==> src/rtl/pid_pkg.sv <==
// Shared PID datapath types: error width, signed error types, the WIDTH+1 -> WIDTH
// saturating clamp and the sampler FSM state encoding.
package pid_pkg;

    localparam int WIDTH = 6;

    typedef logic signed [WIDTH-1:0] err_t;
    typedef logic signed [WIDTH:0]   wide_t;

    typedef enum logic [1:0] {
        FILL  = 2'd0,
        PRIME = 2'd1,
        RUN   = 2'd2
    } state_t;

    localparam wide_t ERR_MAX = wide_t'(2 ** (WIDTH - 1) - 1);
    localparam wide_t ERR_MIN = wide_t'(-(2 ** (WIDTH - 1)));

    function automatic logic sat_hit(wide_t d);
        return (d > ERR_MAX) || (d < ERR_MIN);
    endfunction

    function automatic err_t sat_w(wide_t d);
        if (d > ERR_MAX)
            sat_w = ERR_MAX[WIDTH-1:0];
        else if (d < ERR_MIN)
            sat_w = ERR_MIN[WIDTH-1:0];
        else
            sat_w = d[WIDTH-1:0];
    endfunction

endpackage

==> src/rtl/meas_avg.sv <==
// Boxcar averager: ring buffer of the last 2^AVG_LOG2 enabled samples with a running sum.
// filled_o is high on the enabled edge that completes the first full window.
module meas_avg
    import pid_pkg::*;
#(
    parameter int AVG_LOG2 = 2
) (
    input  logic             clk,
    input  logic             rst_n,
    input  logic             ena_i,
    input  logic [WIDTH-1:0] meas_i,
    output logic [WIDTH-1:0] avg_o,
    output logic             filled_o
);

    localparam int N     = 1 << AVG_LOG2;
    localparam int SUM_W = WIDTH + AVG_LOG2;
    localparam logic [AVG_LOG2:0] FILL_LAST = (AVG_LOG2 + 1)'(N - 1);
    localparam logic [AVG_LOG2:0] FILL_FULL = (AVG_LOG2 + 1)'(N);

    logic [WIDTH-1:0]    ring_q [N];
    logic [AVG_LOG2-1:0] wr_ptr_q;
    logic [SUM_W-1:0]    sum_q, sum_d;
    logic [AVG_LOG2:0]   fill_cnt_q;

    // The true sum never exceeds SUM_W bits, so modular add/subtract is exact.
    assign sum_d    = sum_q + SUM_W'(meas_i) - SUM_W'(ring_q[wr_ptr_q]);
    assign avg_o    = sum_q[SUM_W-1:AVG_LOG2];
    assign filled_o = ena_i && (fill_cnt_q == FILL_LAST);

    always_ff @(posedge clk or negedge rst_n) begin
        if (!rst_n) begin
            for (int i = 0; i < N; i++) ring_q[i] <= '0;
            wr_ptr_q   <= '0;
            sum_q      <= '0;
            fill_cnt_q <= '0;
        end else if (ena_i) begin
            ring_q[wr_ptr_q] <= meas_i;
            wr_ptr_q         <= wr_ptr_q + 1'b1;
            sum_q            <= sum_d;
            if (fill_cnt_q != FILL_FULL) fill_cnt_q <= fill_cnt_q + 1'b1;
        end
    end

endmodule

==> src/rtl/error_sampler.sv <==
// PID error sampler: averaged measurement, periodic e/e_delta update with strobe and clamp flag.
// Optional ERRSAMP_DEADBAND_EN forces |E| <= DEADBAND to zero after the clamp.
//   state | meaning
//   FILL  | averaging window not yet full, ticks ignored
//   PRIME | window full, next tick loads e and e_prev with e_delta = 0
//   RUN   | every tick updates e, e_delta, e_prev
module error_sampler
    import pid_pkg::*;
#(
    parameter int DIV_W    = 8,
    parameter int AVG_LOG2 = 2
`ifdef ERRSAMP_DEADBAND_EN
    , parameter int DEADBAND = 1
`endif
) (
    input  logic             clk,
    input  logic             rst_n,
    input  logic             ena,
    input  logic [WIDTH-1:0] setpoint,
    input  logic [WIDTH-1:0] measurement,
    input  logic [DIV_W-1:0] period,
    output logic [WIDTH-1:0] e,
    output logic [WIDTH-1:0] e_delta,
    output logic             e_valid,
    output logic             sat
);

    logic [WIDTH-1:0] avg;
    logic             fill_done;
    logic [DIV_W-1:0] cnt_q, cnt_d;
    logic             tick;
    state_t           state_q, state_d;
    err_t             e_q, e_d, e_delta_q, e_delta_d, e_prev_q, e_prev_d;
    logic             sat_q, sat_d, e_valid_q, e_valid_d;
    wide_t            diff, delta_wide;
    err_t             e_clamp, e_new;
    logic             clip_e;

    meas_avg #(.AVG_LOG2(AVG_LOG2)) u_avg (
        .clk      (clk),
        .rst_n    (rst_n),
        .ena_i    (ena),
        .meas_i   (measurement),
        .avg_o    (avg),
        .filled_o (fill_done)
    );

    assign tick = ena && (cnt_q == '0);

    always_comb begin
        cnt_d = cnt_q;
        if (ena) cnt_d = (cnt_q == '0) ? period : cnt_q - 1'b1;
    end

`ifdef ERRSAMP_DEADBAND_EN
    localparam err_t DB_POS = err_t'(DEADBAND);
    localparam err_t DB_NEG = err_t'(-DEADBAND);
`endif

    always_comb begin
        diff    = wide_t'({1'b0, setpoint}) - wide_t'({1'b0, avg});
        e_clamp = sat_w(diff);
        clip_e  = sat_hit(diff);
`ifdef ERRSAMP_DEADBAND_EN
        e_new   = ((e_clamp >= DB_NEG) && (e_clamp <= DB_POS)) ? '0 : e_clamp;
`else
        e_new   = e_clamp;
`endif
        delta_wide = wide_t'({e_new[WIDTH-1], e_new}) - wide_t'({e_prev_q[WIDTH-1], e_prev_q});
    end

    always_comb begin
        state_d   = state_q;
        e_d       = e_q;
        e_delta_d = e_delta_q;
        e_prev_d  = e_prev_q;
        sat_d     = sat_q;
        e_valid_d = 1'b0;
        case (state_q)
            // A tick coinciding with window completion is deliberately not used.
            FILL: if (fill_done) state_d = PRIME;
            PRIME: if (tick) begin
                e_d       = e_new;
                e_delta_d = '0;
                e_prev_d  = e_new;
                sat_d     = clip_e;
                e_valid_d = 1'b1;
                state_d   = RUN;
            end
            RUN: if (tick) begin
                e_d       = e_new;
                e_delta_d = sat_w(delta_wide);
                e_prev_d  = e_new;
                sat_d     = clip_e | sat_hit(delta_wide);
                e_valid_d = 1'b1;
            end
            default: state_d = FILL;
        endcase
    end

    always_ff @(posedge clk or negedge rst_n) begin
        if (!rst_n) begin
            cnt_q     <= '0;
            state_q   <= FILL;
            e_q       <= '0;
            e_delta_q <= '0;
            e_prev_q  <= '0;
            sat_q     <= 1'b0;
            e_valid_q <= 1'b0;
        end else begin
            cnt_q     <= cnt_d;
            state_q   <= state_d;
            e_q       <= e_d;
            e_delta_q <= e_delta_d;
            e_prev_q  <= e_prev_d;
            sat_q     <= sat_d;
            e_valid_q <= e_valid_d;
        end
    end

    assign e       = e_q;
    assign e_delta = e_delta_q;
    assign e_valid = e_valid_q;
    assign sat     = sat_q;

endmodule

==> config.mk <==
export PLATFORM = sky130hd
export DESIGN_NAME = error_sampler
export DESIGN_NICKNAME = d
export VERILOG_FILES = /design/src/rtl/pid_pkg.sv /design/src/rtl/meas_avg.sv /design/src/rtl/error_sampler.sv
export SDC_FILE = /design/constraint.sdc
export NUM_CORES = 1
export LEC_CHECK = 0
export CAP_MARGIN = 20
export CELL_PAD_IN_SITES_DETAIL_PLACEMENT = 1
export CELL_PAD_IN_SITES_GLOBAL_PLACEMENT = 2
export CORE_MARGIN = 2
export CORE_UTILIZATION = 44
export DETAILED_ROUTE_END_ITERATION = 7
export DONT_BUFFER_PORTS = 1
export PLACE_DENSITY = 0.91
export SYNTH_ARGS = -nofsm -noshare
export SYNTH_HDL_FRONTEND = slang
export SYNTH_SLANG_ARGS = --single-unit
==> constraint.sdc <==
create_clock -name clk -period 10.9 [get_ports clk]
set_clock_uncertainty 0.2 [all_clocks]
set_input_delay 1.635 -clock clk [delete_from_list [all_inputs] [get_ports clk]]
set_output_delay 1.635 -clock clk [all_outputs]
set_load 0.05 [all_outputs]
==> results_dict.tcl <==
set metrics [dict create \
    status "finished clean" \
    rsz0062_at_grt "no" \
    rows 34 \
    required_ps 10970 \
    fin_nets 462 \
    synth_compound_area_share_pct 17.4 \
    cts_setup_buffers 0 \
    grt_pass1_wl_mm 14.8 \
    relSlewSlack_pct 64.0 \
    worst-path-buf-inv 3 \
    cp-end-kind "flop" \
    start_kind "input pin" \
    ant_nets 0 \
    crit_arrival_ps 5460 \
    cts-htree-levels 3 \
    cts_hold_repair.buffers 0 \
    hold_start "u_avg.sum_q[7]" \
    synth_seq_cells 61 \
    finish.utilization_pct 48.2 \
    drt-total-wl_mm 8.42 \
    grt_pass1_vias 3155 \
    die-area_mm2 0.00950 \
    yosys_warnings 0 \
    syn_nets 463 \
    place_hpwl_mm 6.40 \
    viasPerCell 5.57 \
    io_buffers 0 \
    clock-root-buffer "clkbuf_8" \
    tritoncts "yes" \
    numCtsBuffers 9 \
    core_mm2 0.00859 \
    synth_top_family_by_area "compound AO/OA/AOI/OAI gates" \
    worst_pin_slew_ps 540 \
    drive_gt1_share_pct 9.18 \
    cpPeakStageDelay_ps 510 \
    routedWlPerCell_um 16.5 \
    syn_area_mm2 0.00384 \
    synthMuxAreaShare_pct 7.71 \
    drt-pass1-iter-count 4 \
    antenna_found_initial 0 \
    crit_path_frequent_cell "inv_1" \
    slowest_stage "or4b_4" \
    synth_cells 399 \
    synthAdderAreaFrac_pct 14.9 \
    drcViolationCount 0 \
    crit_type "in2reg" \
    cts.sinks 61 \
    antenna_cells 0 \
    fin_setup_tns_ps 0 \
    fp.dieW_um 97.5 \
    ys_types 53 \
    post_cts_resized 0 \
    die_h_um 97.5 \
    path_delay_family "compound AO/OA/AOI/OAI gates" \
    startpoint "setpoint[0]" \
    synth_edf_count 0 \
    routabilityCongestion 0.812 \
    start_util_pct 44.7 \
    vias 2848 \
    synthXorXnorAreaFrac_pct 2.28 \
    cts_buffer_depth 2 \
    synth_simple_gate_area_share_pct 11.8 \
    setup_viol 0 \
    clk-insertion-delay-late_ps 340 \
    async_flop_share_pct 100 \
    grt_overflow 0 \
    grt.total_usage_pct 19.2 \
    rr_startpoint "u_avg.sum_q[2]" \
    finalCritPeriodShare_pct 49.4 \
    grt_max_degree 62 \
    cp_max_fo 6 \
    dp_cells 495 \
    drt_iter0_markers 72 \
    path_clk_slew_ps 80 \
    period_minus_slack_ps 5380 \
    syn_to_final_growth_pct 7.74 \
    synthFlopType "dfrtp_1" \
    final_cells 511 \
    fmax_mhz 186 \
    avgSynthCellArea_um2 9.64 \
    hold_viol_final 0 \
    maxCapViolations 0 \
    pin_count 37 \
    yosysSeqAreaShare_pct 39.7 \
    hold_path.class "reg2reg" \
    drv_slew 0 \
    path_cells "inv_1, ha_1, inv_1, fa_1, nand2_1, a21oi_1, or4b_4, mux2i_4, o21ba_2, ha_1, inv_1, fa_1, a211oi_1, o21bai_1, a21oi_1, nor2_1, nor2_1, a221o_1" \
]
==> final timing paths <==
check | to | slack, ps | depth (start not counted)
setup / recovery | e_delta[4] | 5520 | 18
hold / removal | u_avg.sum_q[7] | 270 | 1
setup reg to reg | e_delta[4] | 6530 | 17
hold reg to reg | u_avg.sum_q[7] | 270 | 1
max in group asynchronous | cnt_q[7] | 9620 | 0
min in group asynchronous | u_avg.sum_q[7] | 780 | 0
==> worst register-to-register path, cell delays in order (launching register included) <==
cell and delay, ps:
dfrtp_1 350, ha_1 170, inv_1 50, fa_1 400, nand2_1 100, a21oi_1 110, or4b_4 510, mux2i_4 230
o21ba_2 170, ha_1 160, inv_1 70, fa_1 420, a211oi_1 310, o21bai_1 120, a21oi_1 370, nor2_1 100
nor2_1 280, a221o_1 210
==> metal layers <==
metal	routed length [µm]	global-route usage, %	up-vias	share of wire, %
li1	-	-	1371	-
met5	0	0	-	0
met3	282	4.75	21	3.3
met2	4390	34.7	47	52
met1	3600	22.4	1409	43
met4	153	5.66	0	1.8
==> through the flow <==
step | worst slack (ps) | instance area (µm²) | hold slack, ps
floorplan | 5680 | 3840 | 245
global placement | 5380 | 3930 | 256
detailed placement | 5200 | 3930 | 266
CTS | 5500 | 4140 | 281
global route | 5280 | 4140 | 303
finish | 5520 | 4140 | 273
==> cells in the final DEF, fill, tap and decap left out, types with 4 or more instances in the layout <==
master,count
a211oi_1,5
mux4_2,6
ha_1,33
o21ai_0,47
clkbuf_8,12
nor3_1,4
a21oi_1,20
xnor2_1,7
mux2_2,7
nor2b_1,7
inv_1,49
fa_1,8
nor2_1,20
nand2_1,50
nand3_1,6
dfrtp_1,61
==> logic make-up (layout without fill, tap and decap cells) <==
group / count (synthesis) / count (layout)
and+or+nand+nor: 100 / 100
muxes: 19 / 19
AOI/OAI and AO/OA: 106 / 106
buffers and inverters: 62 / 66
xor gates and xnor gates: 10 / 10
DFF: 61 / 61
adders and majority gates: 41 / 41
==> layout make-up <==
type	instances	area (µm²)
Clock buffer	13	169
Clock inverter	3	42.5
Fill cell	981	4450
Inverter	50	188
Multi-Input combinational cell	276	2080
Sequential cell	61	1530
Tap cell	108	135
==> registers in the layout, indices dropped and copies added, names as in the netlist <==
signal,flops
cnt_q,8
e_delta,6
e_prev_q,6
e_valid,1
sat,1
state_q,2
u_avg.fill_cnt_q,3
u_avg.ring_q,24
u_avg.sum_q,8
u_avg.wr_ptr_q,2
==> synthesized netlist by cell type (2+ instances only) <==
library cell	n	area, µm²
nand3_1	6	30.0
a31oi_1	2	12.5
mux2_2	7	78.8
a22o_1	2	17.5
nor2_1	20	75.1
or3_1	2	12.5
o21ai_0	47	235
nor3_1	4	20.0
a21o_1	3	22.5
nand2b_1	3	18.8
mux2_4	2	30.0
a211oi_1	5	37.5
xor2_1	3	26.3
mux2i_1	3	30.0
nor2b_1	7	43.8
ha_1	33	413
o31a_1	2	17.5
xnor2_1	7	61.3
mux4_2	6	135
fa_1	8	160
and3_1	3	18.8
clkbuf_1	9	33.8
o21bai_1	3	22.5
buf_1	2	7.51
a21oi_1	20	100
o21ba_1	2	20.0
dfrtp_1	61	1530
a221o_1	3	30.0
o21a_1	3	22.5
nand2_1	50	188
inv_1	49	184
Power is left out: the tool's default activity adds up to more than one toggle a clock period on the data nets, which glitch-free logic cannot reach.
